--- src/rtl/snake_score_if.sv ---
// -----------------------------------------------------------------------------
// snake_score_if
// Signal bundle between the game core (SNAKE_GAME), the score counter and the
// display (WATCH).
//   master : the score counter side. It receives the game-core controls and
//            drives the score/high-score outputs.
//   slave  : the game-core/display side. It drives the controls and receives
//            the score.
// Signals:
//   CLR        run enable, 1 = game running
//   eat        food-eaten level/pulse
//   game_over  end-of-game indication
//   HI_CLR     synchronous clear of the stored high score
//   score_h/l  BCD score digits (tens/units)
//   inc        one-cycle strobe, score changed
//   sat        score saturated at 99
//   stop       game is in its OVER state
//   hi_h/l     BCD high-score digits
//   new_record last finished game beat the stored high score
// -----------------------------------------------------------------------------
interface snake_score_if;
    logic       CLR;
    logic       eat;
    logic       game_over;
    logic       HI_CLR;
    logic [3:0] score_h;
    logic [3:0] score_l;
    logic       inc;
    logic       sat;
    logic       stop;
    logic [3:0] hi_h;
    logic [3:0] hi_l;
    logic       new_record;

    modport master (
        input  CLR, eat, game_over, HI_CLR,
        output score_h, score_l, inc, sat, stop, hi_h, hi_l, new_record
    );

    modport slave (
        output CLR, eat, game_over, HI_CLR,
        input  score_h, score_l, inc, sat, stop, hi_h, hi_l, new_record
    );
endinterface

--- src/rtl/snake_score_counter.sv ---
// -----------------------------------------------------------------------------
// snake_score_counter
// Turns food-eaten events from the game core into a saturating two-digit BCD
// score for the WATCH display. Counting only happens while the game runs
// (CLR=1, state RUN); the score freezes once the game ends (OVER) and only
// RESET starts a new game.
//
// Parameters:
//   POINTS   BCD points added per eat event, 1..9
//   EAT_EDGE 1 = count rising edges of eat, 0 = count every cycle eat is high
//
// Ports:
//   CLK1_50  system clock (50 MHz), all registers on its rising edge
//   RESET    synchronous active-high reset, priority over every other input
//   bus      snake_score_if.master: CLR, eat, game_over, HI_CLR in;
//            score_h, score_l, inc, sat, stop, hi_h, hi_l, new_record out
//
// Optional feature: define SNAKE_SCORE_HISCORE_EN to keep a high score that is
// updated on the edge entering OVER. Without it hi_h/hi_l/new_record are
// constant zero and HI_CLR is ignored.
// -----------------------------------------------------------------------------
module snake_score_counter #(
    parameter int unsigned POINTS   = 1,
    parameter bit          EAT_EDGE = 1'b1
) (
    input  logic           CLK1_50,
    input  logic           RESET,
    snake_score_if.master  bus
);

    localparam logic [1:0] ST_IDLE = 2'd0;
    localparam logic [1:0] ST_RUN  = 2'd1;
    localparam logic [1:0] ST_OVER = 2'd2;

    logic [1:0] state_reg;
    logic [1:0] state_next;
    logic [3:0] score_h_reg;
    logic [3:0] score_h_next;
    logic [3:0] score_l_reg;
    logic [3:0] score_l_next;
    logic       inc_reg;
    logic       inc_next;
    logic       sat_reg;
    logic       sat_next;
    logic       eat_d_reg;

    logic       eat_hit;
    logic       eat_event;
    logic       ending;
    logic [4:0] units_sum;
    logic [3:0] units_wrap;
    logic       carry;
    logic [3:0] tens_sum;

    // Edge mode ignores an eat that was already high on the previous edge,
    // including one held high through RESET (eat_d is loaded during reset).
    assign eat_hit   = EAT_EDGE ? (bus.eat & ~eat_d_reg) : bus.eat;
    assign eat_event = (state_reg == ST_RUN) && eat_hit;
    assign ending    = (state_reg == ST_RUN) && (bus.game_over || !bus.CLR);

    // BCD add of one digit plus carry into the tens digit. The wrapped units
    // value is only used when the sum exceeds 9, so 4-bit modular arithmetic
    // gives the exact digit (0..8).
    assign units_sum  = {1'b0, score_l_reg} + 5'(POINTS);
    assign carry      = (units_sum > 5'd9);
    assign units_wrap = score_l_reg + 4'(POINTS) - 4'd10;
    assign tens_sum   = score_h_reg + {3'd0, carry};

    always_comb begin
        score_h_next = score_h_reg;
        score_l_next = score_l_reg;
        sat_next     = sat_reg;
        inc_next     = 1'b0;
        if (eat_event && !sat_reg) begin
            if (tens_sum > 4'd9) begin
                // Overflow past 99 pins the score; inc only if it moved.
                score_h_next = 4'd9;
                score_l_next = 4'd9;
                sat_next     = 1'b1;
                inc_next     = (score_h_reg != 4'd9) || (score_l_reg != 4'd9);
            end else begin
                score_h_next = tens_sum;
                score_l_next = carry ? units_wrap : units_sum[3:0];
                inc_next     = 1'b1;
            end
        end
    end

    always_comb begin
        state_next = state_reg;
        case (state_reg)
            ST_IDLE: if (bus.CLR) state_next = ST_RUN;
            ST_RUN:  if (ending)  state_next = ST_OVER;
            ST_OVER: state_next = ST_OVER;
            default: state_next = ST_IDLE;
        endcase
    end

    always_ff @(posedge CLK1_50) begin
        if (RESET) begin
            state_reg   <= ST_IDLE;
            score_h_reg <= 4'd0;
            score_l_reg <= 4'd0;
            inc_reg     <= 1'b0;
            sat_reg     <= 1'b0;
            eat_d_reg   <= bus.eat;
        end else begin
            state_reg   <= state_next;
            score_h_reg <= score_h_next;
            score_l_reg <= score_l_next;
            inc_reg     <= inc_next;
            sat_reg     <= sat_next;
            eat_d_reg   <= bus.eat;
        end
    end

    assign bus.score_h = score_h_reg;
    assign bus.score_l = score_l_reg;
    assign bus.inc     = inc_reg;
    assign bus.sat     = sat_reg;
    assign bus.stop    = (state_reg == ST_OVER);

`ifdef SNAKE_SCORE_HISCORE_EN
    // High score survives RESET; it powers up as 00 and only HI_CLR clears it.
    logic [3:0] hi_h_reg = 4'd0;
    logic [3:0] hi_l_reg = 4'd0;
    logic       new_record_reg;
    logic       beats_hi;

    // The final score of the game is the one written on the ending edge, so
    // an eat counted on that same edge takes part in the comparison. BCD
    // digits order the same way as the decimal value.
    assign beats_hi = {score_h_next, score_l_next} > {hi_h_reg, hi_l_reg};

    always_ff @(posedge CLK1_50) begin
        if (RESET) begin
            new_record_reg <= 1'b0;
        end else begin
            if (ending) begin
                new_record_reg <= beats_hi;
            end
            if (bus.HI_CLR) begin
                hi_h_reg <= 4'd0;
                hi_l_reg <= 4'd0;
            end else if (ending && beats_hi) begin
                hi_h_reg <= score_h_next;
                hi_l_reg <= score_l_next;
            end
        end
    end

    assign bus.hi_h       = hi_h_reg;
    assign bus.hi_l       = hi_l_reg;
    assign bus.new_record = new_record_reg;
`else
    logic unused_hi_clr;
    assign unused_hi_clr  = bus.HI_CLR;
    assign bus.hi_h       = 4'd0;
    assign bus.hi_l       = 4'd0;
    assign bus.new_record = 1'b0;
`endif

endmodule
--- src/flat_wrapper.sv ---
// flat-port wrapper written by rule: the top's interface ports become plain ports
module snake_score_counter_flat 
#(
    parameter int unsigned POINTS   = 1,
    parameter bit          EAT_EDGE = 1'b1
)
  (CLK1_50, RESET, bus_CLR, bus_eat, bus_game_over, bus_HI_CLR, bus_score_h, bus_score_l, bus_inc, bus_sat, bus_stop, bus_hi_h, bus_hi_l, bus_new_record);
  snake_score_if bus_i ();
  input  logic CLK1_50;
  input  logic RESET;
  input wire logic [$bits(bus_i.CLR)-1:0] bus_CLR;
  input wire logic [$bits(bus_i.eat)-1:0] bus_eat;
  input wire logic [$bits(bus_i.game_over)-1:0] bus_game_over;
  input wire logic [$bits(bus_i.HI_CLR)-1:0] bus_HI_CLR;
  output wire logic [$bits(bus_i.score_h)-1:0] bus_score_h;
  output wire logic [$bits(bus_i.score_l)-1:0] bus_score_l;
  output wire logic [$bits(bus_i.inc)-1:0] bus_inc;
  output wire logic [$bits(bus_i.sat)-1:0] bus_sat;
  output wire logic [$bits(bus_i.stop)-1:0] bus_stop;
  output wire logic [$bits(bus_i.hi_h)-1:0] bus_hi_h;
  output wire logic [$bits(bus_i.hi_l)-1:0] bus_hi_l;
  output wire logic [$bits(bus_i.new_record)-1:0] bus_new_record;
  assign bus_i.CLR = bus_CLR;
  assign bus_i.eat = bus_eat;
  assign bus_i.game_over = bus_game_over;
  assign bus_i.HI_CLR = bus_HI_CLR;
  assign bus_score_h = bus_i.score_h;
  assign bus_score_l = bus_i.score_l;
  assign bus_inc = bus_i.inc;
  assign bus_sat = bus_i.sat;
  assign bus_stop = bus_i.stop;
  assign bus_hi_h = bus_i.hi_h;
  assign bus_hi_l = bus_i.hi_l;
  assign bus_new_record = bus_i.new_record;
  snake_score_counter #(.POINTS(POINTS), .EAT_EDGE(EAT_EDGE)) u_core (.CLK1_50(CLK1_50), .RESET(RESET), .bus(bus_i));
endmodule
--- config.mk ---
export PLATFORM = sky130hd
export DESIGN_NAME = snake_score_counter_flat
export DESIGN_NICKNAME = d
export VERILOG_FILES = /design/src/rtl/snake_score_if.sv /design/src/rtl/snake_score_counter.sv /design/src/flat_wrapper.sv
export SDC_FILE = /design/constraint.sdc
export NUM_CORES = 1
export LEC_CHECK = 0
export ABC_AREA = 1
export BUFFER_PORTS_ARGS = -buffer_cell sky130_fd_sc_hd__clkbuf_2
export CORE_UTILIZATION = 50
export CTS_CLUSTER_SIZE = 25
export DETAILED_ROUTE_END_ITERATION = 12
export GPL_ROUTABILITY_DRIVEN = 0
export PLACE_DENSITY = 0.77
export SYNTH_ARGS = -nofsm -noshare
export SYNTH_HDL_FRONTEND = slang
export SYNTH_SLANG_ARGS = --single-unit
--- constraint.sdc ---
create_clock -name CLK1_50 -period 2.7 [get_ports CLK1_50]
set_input_delay 0.135 -clock CLK1_50 [delete_from_list [all_inputs] [get_ports CLK1_50]]
set_output_delay 0.135 -clock CLK1_50 [all_outputs]
set_load 0.02 [all_outputs]
# == After elaboration in Yosys (flattened, before gate mapping) ==
# Index checks and enable logic that the tools add are counted.
# word_totals
ram_bits,0
regBits,13
memories,0
latch_bits,0
input_bits,6
romBits,0
wordCells,39
# classes
reduce_logical,11
magnitude_cmp,2
bitwise,3
mux,7
eq_ne,6
addsub,4
n_mul,0
shift,0
n_div,0
# op_table
operator,count
4-bit two-way mux,3
"4-bit != test, second input constant",2
2-bit case mux with 3 select lines,1
"4-bit by 1-bit adder with 5-bit output, second input constant",1
"5-bit by 4-bit > comparator with 1-bit output, second input constant",1
4-bit by 1-bit adder with 4-bit output,1
"4-bit by 1-bit adder with 4-bit output, second input constant",1
"4-bit > comparator, second input constant",1
2-bit two-way mux,2
2-bit AND reduction,2
"4-bit subtractor, second input constant",1
1-bit logical AND,3
"2-bit by 1-bit equality test with 1-bit output, second input constant",1
"2-bit equality test, second input constant",1
1-bit logical NOT,2
2-bit logical NOT,1
1-bit logical OR,2
"2-bit by 1-bit != test with 1-bit output, second input constant",1
"2-bit != test, second input constant",1
1-bit inverter,2
2-bit OR reduction,1
1-bit AND,1
1-bit two-way mux,1

# == Longest topological paths before layout ==
# Gate-level depths: netlist (run 1).
# logic_depth
depth_word,6
mapped_depth,18

# == Worst setup path before layout (run 1) ==
# OpenSTA, ideal clock, no wires.
# synth_timing
kind,register to register
from,register u_core.score_l_reg[0] (netlist: u_core.bus.score_l[0])
to,register u_core.score_l_reg[0] (netlist: u_core.bus.score_l[0])
setup_slack_ps,159
stages_incl_launch_ff,16
t_arrival_ps,2428
required_time_ps,2587
path_cell_list,dfxtp_1 inv_1 ha_1 inv_1 nand2_1 nand2_1 nand3_1 nand2_1 inv_1 ha_1 ha_1 nand3b_4 a21oi_4 inv_2 o21ai_1 inv_1
# synth_via
elab_chain_len,5
# synth_rtl
element,line_no,rtl
"start, declared",snake_score_counter.sv:39,logic [3:0] score_l_reg;
"start signal, assigned",snake_score_counter.sv:110,score_l_reg <= score_l_next;
4-bit by 1-bit adder with 5-bit output,snake_score_counter.sv:64,"assign units_sum = {1'b0, score_l_reg} + 5'(POINTS);"
5-bit by 4-bit > comparator with 1-bit output,snake_score_counter.sv:65,assign carry = (units_sum > 5'd9);
4-bit by 1-bit adder with 4-bit output,snake_score_counter.sv:67,"assign tens_sum = score_h_reg + {3'd0, carry};"
4-bit > comparator,snake_score_counter.sv:75,if (tens_sum > 4'd9) begin
4-bit two-way mux *,snake_score_counter.sv:75,
# Mark *: on every way between the ends. The rest lies on a longest branch, timed or not.
# A chain may end at the register's enable or synchronous reset.

# == Final worst setup path (run 1) ==
# Same ends and word-level chain as after synthesis.

==> flow_summary.json, run 1 <==
{
  "grt_max_degree": 12,
  "firstDrtPassIters": 4,
  "period_needed_ns": 2.473,
  "max_cap_viol_count": 0,
  "syn_area_per_cell_um2": 7.426,
  "critPathSlowestCell": "dfxtp_1",
  "cp-end-kind": "flip-flop",
  "fin_worst_skew_ns": 0.0009170,
  "hold_class": "in -> reg",
  "outcome": "complete, no violations",
  "die_w_um": 44.74,
  "num_rows": 15,
  "p_leak_nw": 0.5304,
  "ys_ff_latch": 13,
  "regToRegSetupSlack_ns": 0.23,
  "multi_input_area_um2": 514.2,
  "routed_wl_mm": 1.656,
  "yosysWarnings": 0,
  "critical_path.top_delay_family": "adder cells",
  "cts.sinks": 13,
  "fin_total_pwr_uw": 546.5,
  "crit_required_ns": 2.89,
  "synth.cell_area_um2": 913.4,
  "viasPerCell": 4.807,
  "ctsResizeCount": 0,
  "clock-root-buffer": "clkbuf_4",
  "routedWlPerCell_um": 9.976,
  "dp_slack_ns": 0.2751,
  "start_util_pct": 52.90,
  "htree_levels": 1,
  "clockBufferDepth": 2,
  "worst_slack_ns": 0.2272,
  "final_cell_area_um2": 1015,
  "cellPowerDensity_nw_per_um2": 538.6,
  "slew_violations": 0,
  "fmax_ghz": 0.4044,
  "final.period_utilization_pct": 91.59,
  "area_growth_pct": 11.10,
  "max_stage_delay_ns": 0.34,
  "antenna_found_initial": 0,
  "nNetsFinal": 157,
  "placedCellCount": 161,
  "path_cells": "inv_1, ha_1, inv_1, nand2_1, nand2_1, nand3_1, nand2_1, inv_1, ha_1, ha_1, nand3b_4, a21oi_4, inv_2, o21ai_1, inv_1",
  "cts_tree": "built",
  "syn_inst": 123,
  "io_buffers": 15,
  "fp.dieH_um": 44.74,
  "grt_overflow": 0,
  "drive_above_1_share_pct": 22.70,
  "arrival_ns": 2.66,
  "yosysUniqueCellTypes": 25,
  "vias": 798,
  "place_area_um2": 978.4,
  "finalNonFillerCells": 166,
  "cts_inserted_buffers": 3,
  "startpoint_type": "flip-flop",
  "grt_pass1_wl_mm": 2.801,
  "final-hold-violation-count": 0,
  "final-seq-area_um2": 260.3,
  "grt_pass1_vias": 688,
  "clk_pin_slew_ns": 0.08,
  "final.setup.tns_ns": 0,
  "antenna_left": 0,
  "fillers": 175,
  "cp_common_cell": "inv_1",
  "seq_area_frac_synth_pct": 28.49,
  "die_area_um2": 2002,
  "criticalPathCategory": "reg -> reg",
  "insertion_delay_ns": 0.28,
  "rsz0062_at_grt": "false",
  "setup_viol": 0,
  "drc": 0,
  "crit_buf_inv": 5,
  "drtIter0Drc": 19,
  "grt_usage_pct": 18.91,
  "max-vdd-ir-drop_v": 0.0003499,
  "core_um2": 1727,
  "crit_path_max_fanout": 5,
  "boundaryPins": 26,
  "post-dp-hpwl_mm": 1.274,
  "diodes": 0
}
==> what timing repair did <==
action / 4_1_cts / 5_1_grt
hold endpoints to repair: 1 / 0
hold buffers: 1 / 0
buffers inserted: 0 / 0
==> kinds of logic after synthesis <==
kind of cell,count (synthesis),synth area share [%]
adder cells (fa/ha/maj),9,12.33
buffers and inverters,34,18.49
other,1,0.4106
AND/OR/NAND/NOR,45,25.62
XOR/XNOR,2,1.918
AO/OA/AOI/OAI,19,12.74
flip-flops,13,28.49
==> layout by cell type (no fill, tap or decap), types with 2 or more instances in the layout <==
| master | n |
|---|---|
| clkbuf_4 | 3 |
| buf_4 | 2 |
| nand2_1 | 24 |
| nand3_1 | 9 |
| inv_2 | 3 |
| ha_1 | 9 |
| inv_1 | 19 |
| nand3_2 | 3 |
| nand4_1 | 3 |
| a21oi_1 | 9 |
| xor2_1 | 2 |
| o21ai_1 | 3 |
| conb_1 | 9 |
| o21ai_0 | 3 |
| clkbuf_2 | 15 |
| dfxtp_1 | 13 |
==> layout make-up <==
type                    instances  area share (%)
clock buffers                   4           2.589
flip-flops and latches         13           25.65
multi-input cells              84           50.68
inverters                      22           8.138
well taps                      25           3.083
repair buffers                 18           9.864
==> per-layer routing <==
layer  vias to the layer above  global-route usage [%]  routed length (µm)
li1                        411                       -                   -
met1                       360                   24.44                 778
met2                        23                   29.41                 773
met3                         4                   6.000                  76
met4                         0                   7.273                  28
met5                         -                       0                   0
==> synth_stat cells <==
library cell  count  area [µm²]
a21oi_1           9       45.04
xor2_1            2       17.52
nand3b_4          1       20.02
a21oi_2           1       8.760
nor2_1            1       3.750
o21ai_1           3       15.01
nor2_2            1       6.260
nand3_1           9       45.04
dfxtp_1          13       260.3
clkbuf_1          1       3.750
a21oi_4           1       16.27
nand3_2           3       30.03
nand2_2           1       6.260
nand4_1           3       18.77
nand2_1          24       90.09
nor4_1            1       6.260
inv_1            19       71.32
buf_4            11       82.58
conb_1            1       3.750
a211oi_1          1       7.510
inv_2             3       11.26
o21ai_2           1       8.760
o21ai_0           3       15.01
nand3b_1          1       7.510
ha_1              9       112.6
==> metrics by stage <==
stage | utilization (%) | hold WS [ns]
6_report | 58.77 | 0.1376
5_1_grt | 58.77 | 0.1424
4_1_cts | 58.77 | 0.1388
3_5_place_dp | 56.67 | 0.2730
3_3_place_gp | 56.67 | 0.2640
2_1_floorplan | - | 0.1627
==> power by group <==
part / leakage [nW] / switching (mW) / total [mW] / internal [mW]
logic: 0.410 / 0.125 / 0.189 / 0.0637
clock network: 0.0150 / 0.0675 / 0.125 / 0.0575
registers: 0.106 / 0.0168 / 0.233 / 0.216
==> path summary, 6_finish.rpt <==
| kind | startpoint | cells past startpoint | to |
|---|---|---|---|
| worst min-delay path | bus_CLR | 3 | u_core.state_reg[0]$_SDFFE_PP0P_ |
| worst max register to register | u_core.bus.score_l[0]$_SDFFE_PP0P_ | 15 | u_core.bus.score_l[0]$_SDFFE_PP0P_ |
| worst min register to register | u_core.bus.sat$_SDFFE_PP0P_ | 2 | u_core.bus.sat$_SDFFE_PP0P_ |
| worst max-delay path | u_core.bus.score_l[0]$_SDFFE_PP0P_ | 15 | u_core.bus.score_l[0]$_SDFFE_PP0P_ |
==> worst min-delay path: cells and delay by family <==
kind,cells,cell delay [ns]
AOI/OAI and AO/OA,1,0.07
buffers and inverters,1,0.09
and+or+nand+nor,1,0.09
Power figures use the tool's default switching activity.
==> inputs of run 2 (changes only) <==
==> constraint.sdc (replaced) <==
create_clock -name CLK1_50 -period 2.7 [get_ports CLK1_50]
set_input_delay 0.675 -clock CLK1_50 [delete_from_list [all_inputs] [get_ports CLK1_50]]
set_output_delay 0.675 -clock CLK1_50 [all_outputs]
set_load 0.02 [all_outputs]
==> run 2 against run 1 <==
Net effect:
- global-route usage is 0.74 points lower
- utilization fell by 0.43 points
- combinational power about the same
- largest cell class unchanged
- critical endpoint unchanged
- maximum frequency barely moved
- clock power about the same
- sequential cell count did not move
- sequential share of layout area grew 0.19 points
- via count shrank 1.1%
- clock skew about the same
- setup slack better by 0.00055 ns
- routed wire length is 2.4% lower
- highest routed layer is now met3
- die area unchanged
==> flow_summary.json, run 2 (synthesis gave the netlist of run 1 again) <==
{
  "outcome": "complete, no violations",
  "final.setup.tns_ns": 0,
  "crit_start": "u_core.bus.score_l[0]$_SDFFE_PP0P_",
  "grt_pass1_vias": 681,
  "fillers": 171,
  "grt_pass1_wl_mm": 2.704,
  "setup_viol": 0,
  "r2r-start": "u_core.bus.score_l[0]$_SDFFE_PP0P_",
  "fp.dieH_um": 44.74,
  "drtIter0Drc": 20,
  "core_um2": 1727,
  "cts_tree": "built",
  "criticalPathCategory": "reg -> reg",
  "io_buffers": 15,
  "hold_start": "u_core.bus.sat$_SDFFE_PP0P_",
  "arrival_ns": 2.65,
  "path_cells": "inv_1, ha_1, inv_1, nand2_1, nand2_1, nand3_1, nand2_2, inv_1, ha_1, ha_1, nand3b_4, a21oi_4, inv_2, o21ai_1, inv_1",
  "area_growth_pct": 10.27,
  "num_rows": 15,
  "startpoint_type": "flip-flop",
  "layout_commonest_cell": "nand2_1",
  "rsz0062_at_grt": "false",
  "crit_buf_inv": 5,
  "cp-end-kind": "flip-flop",
  "max_cap_viol_count": 0,
  "crit_path_max_fanout": 5,
  "slew_violations": 0,
  "boundaryPins": 26,
  "routedWlPerCell_um": 9.794,
  "cts_setup_buffers": 0,
  "cellPowerDensity_nw_per_um2": 540.9,
  "cp_common_cell": "inv_1",
  "period_needed_ns": 2.472,
  "drive_above_1_share_pct": 23.57,
  "clock-root-buffer": "clkbuf_4",
  "max-vdd-ir-drop_v": 0.0004522,
  "start_util_pct": 52.90,
  "p_leak_nw": 0.5273,
  "cts_inserted_buffers": 3,
  "insertion_delay_ns": 0.27,
  "final-hold-violation-count": 0,
  "htree_levels": 1,
  "diodes": 0,
  "clk_pin_slew_ns": 0.08,
  "die_area_um2": 2002,
  "critical_path.top_delay_family": "adder cells",
  "max_stage_delay_ns": 0.33,
  "grt_max_degree": 12,
  "critPathSlowestCell": "dfxtp_1",
  "fmax_ghz": 0.4045,
  "fin_worst_skew_ns": 0.001259,
  "hold_class": "reg -> reg",
  "routed_wl_mm": 1.616,
  "antenna_left": 0,
  "firstDrtPassIters": 4,
  "cts_hold_buf": 0,
  "crit_required_ns": 2.88,
  "final_cell_mix": "nand2_1 (23), inv_1 (19), clkbuf_2 (15)",
  "final.period_utilization_pct": 91.57,
  "cts.sinks": 13,
  "grt_overflow": 0,
  "whs_ns": 0.4806,
  "die_w_um": 44.74,
  "viasPerCell": 4.782,
  "grt_usage_pct": 18.17,
  "antenna_found_initial": 0,
  "clockBufferDepth": 2,
  "vias": 789,
  "nNetsFinal": 156,
  "fin_total_pwr_uw": 544.8,
  "drc": 0,
  "post-dp-hpwl_mm": 1.304
}
==> run 2: metrics by stage <==
stage | util [%] | setup WS (ns) | cells | cell area [µm²]
CTS | 58.19 | 0.2258 | 165 | 1005
detailed placement | 56.67 | 0.2453 | 161 | 978.4
global placement | 56.67 | 0.3067 | 161 | 978.4
finish | 58.33 | 0.2277 | 165 | 1007
global route | 58.33 | 0.001503 | 165 | 1007
floorplan | - | 0.1591 | 131 | 943.4
==> run 2: layout make-up <==
type                       instances  area (µm²)  share of cell area, %
inverter                          22       82.58                  8.199
clock buffer                       4       26.28                  2.609
multi-input combinational         84       516.7                  51.30
sequential                        13       260.3                  25.84
tap                               25       31.28                  3.106
timing repair buffer              17       90.09                  8.944
==> run 2: metal layers <==
metal	wire length, µm	share of wire (%)	global-route usage [%]	up-vias
li1	-	-	-	411
met5	0	0	0	-
met2	783	48	30.29	19
met4	0	0	3.636	0
met1	757	47	23.02	359
met3	75	4.6	6.000	0
==> run 2: worst register-to-register path, stage by stage, from the launching register on <==
cell and delay [ns]:
dfxtp_1 0.33, inv_1 0.09, ha_1 0.33, inv_1 0.07, nand2_1 0.05, nand2_1 0.06
nand3_1 0.13, nand2_2 0.12, inv_1 0.05, ha_1 0.20, ha_1 0.29, nand3b_4 0.18
a21oi_4 0.21, inv_2 0.08, o21ai_1 0.13, inv_1 0.05
==> run 2: final timing paths <==
kind | to | slack, ns | cells after the start
setup / recovery | u_core.bus.score_l[0]$_SDFFE_PP0P_ | 0.23 | 15
hold / removal | u_core.bus.sat$_SDFFE_PP0P_ | 0.48 | 2
setup reg to reg | u_core.bus.score_l[0]$_SDFFE_PP0P_ | 0.23 | 15
hold reg to reg | u_core.bus.sat$_SDFFE_PP0P_ | 0.48 | 2
==> run 2: power breakdown <==
group          total, mW  switching [mW]  internal (mW)
sequential         0.232          0.0157          0.216
clock              0.122          0.0647         0.0573
combinational      0.191           0.128         0.0636
==> run 2: what timing repair did <==
action,in CTS,in global routing
resized for setup,0,1
endpoints found under the hold margin,0,0
setup endpoints to repair,0,1
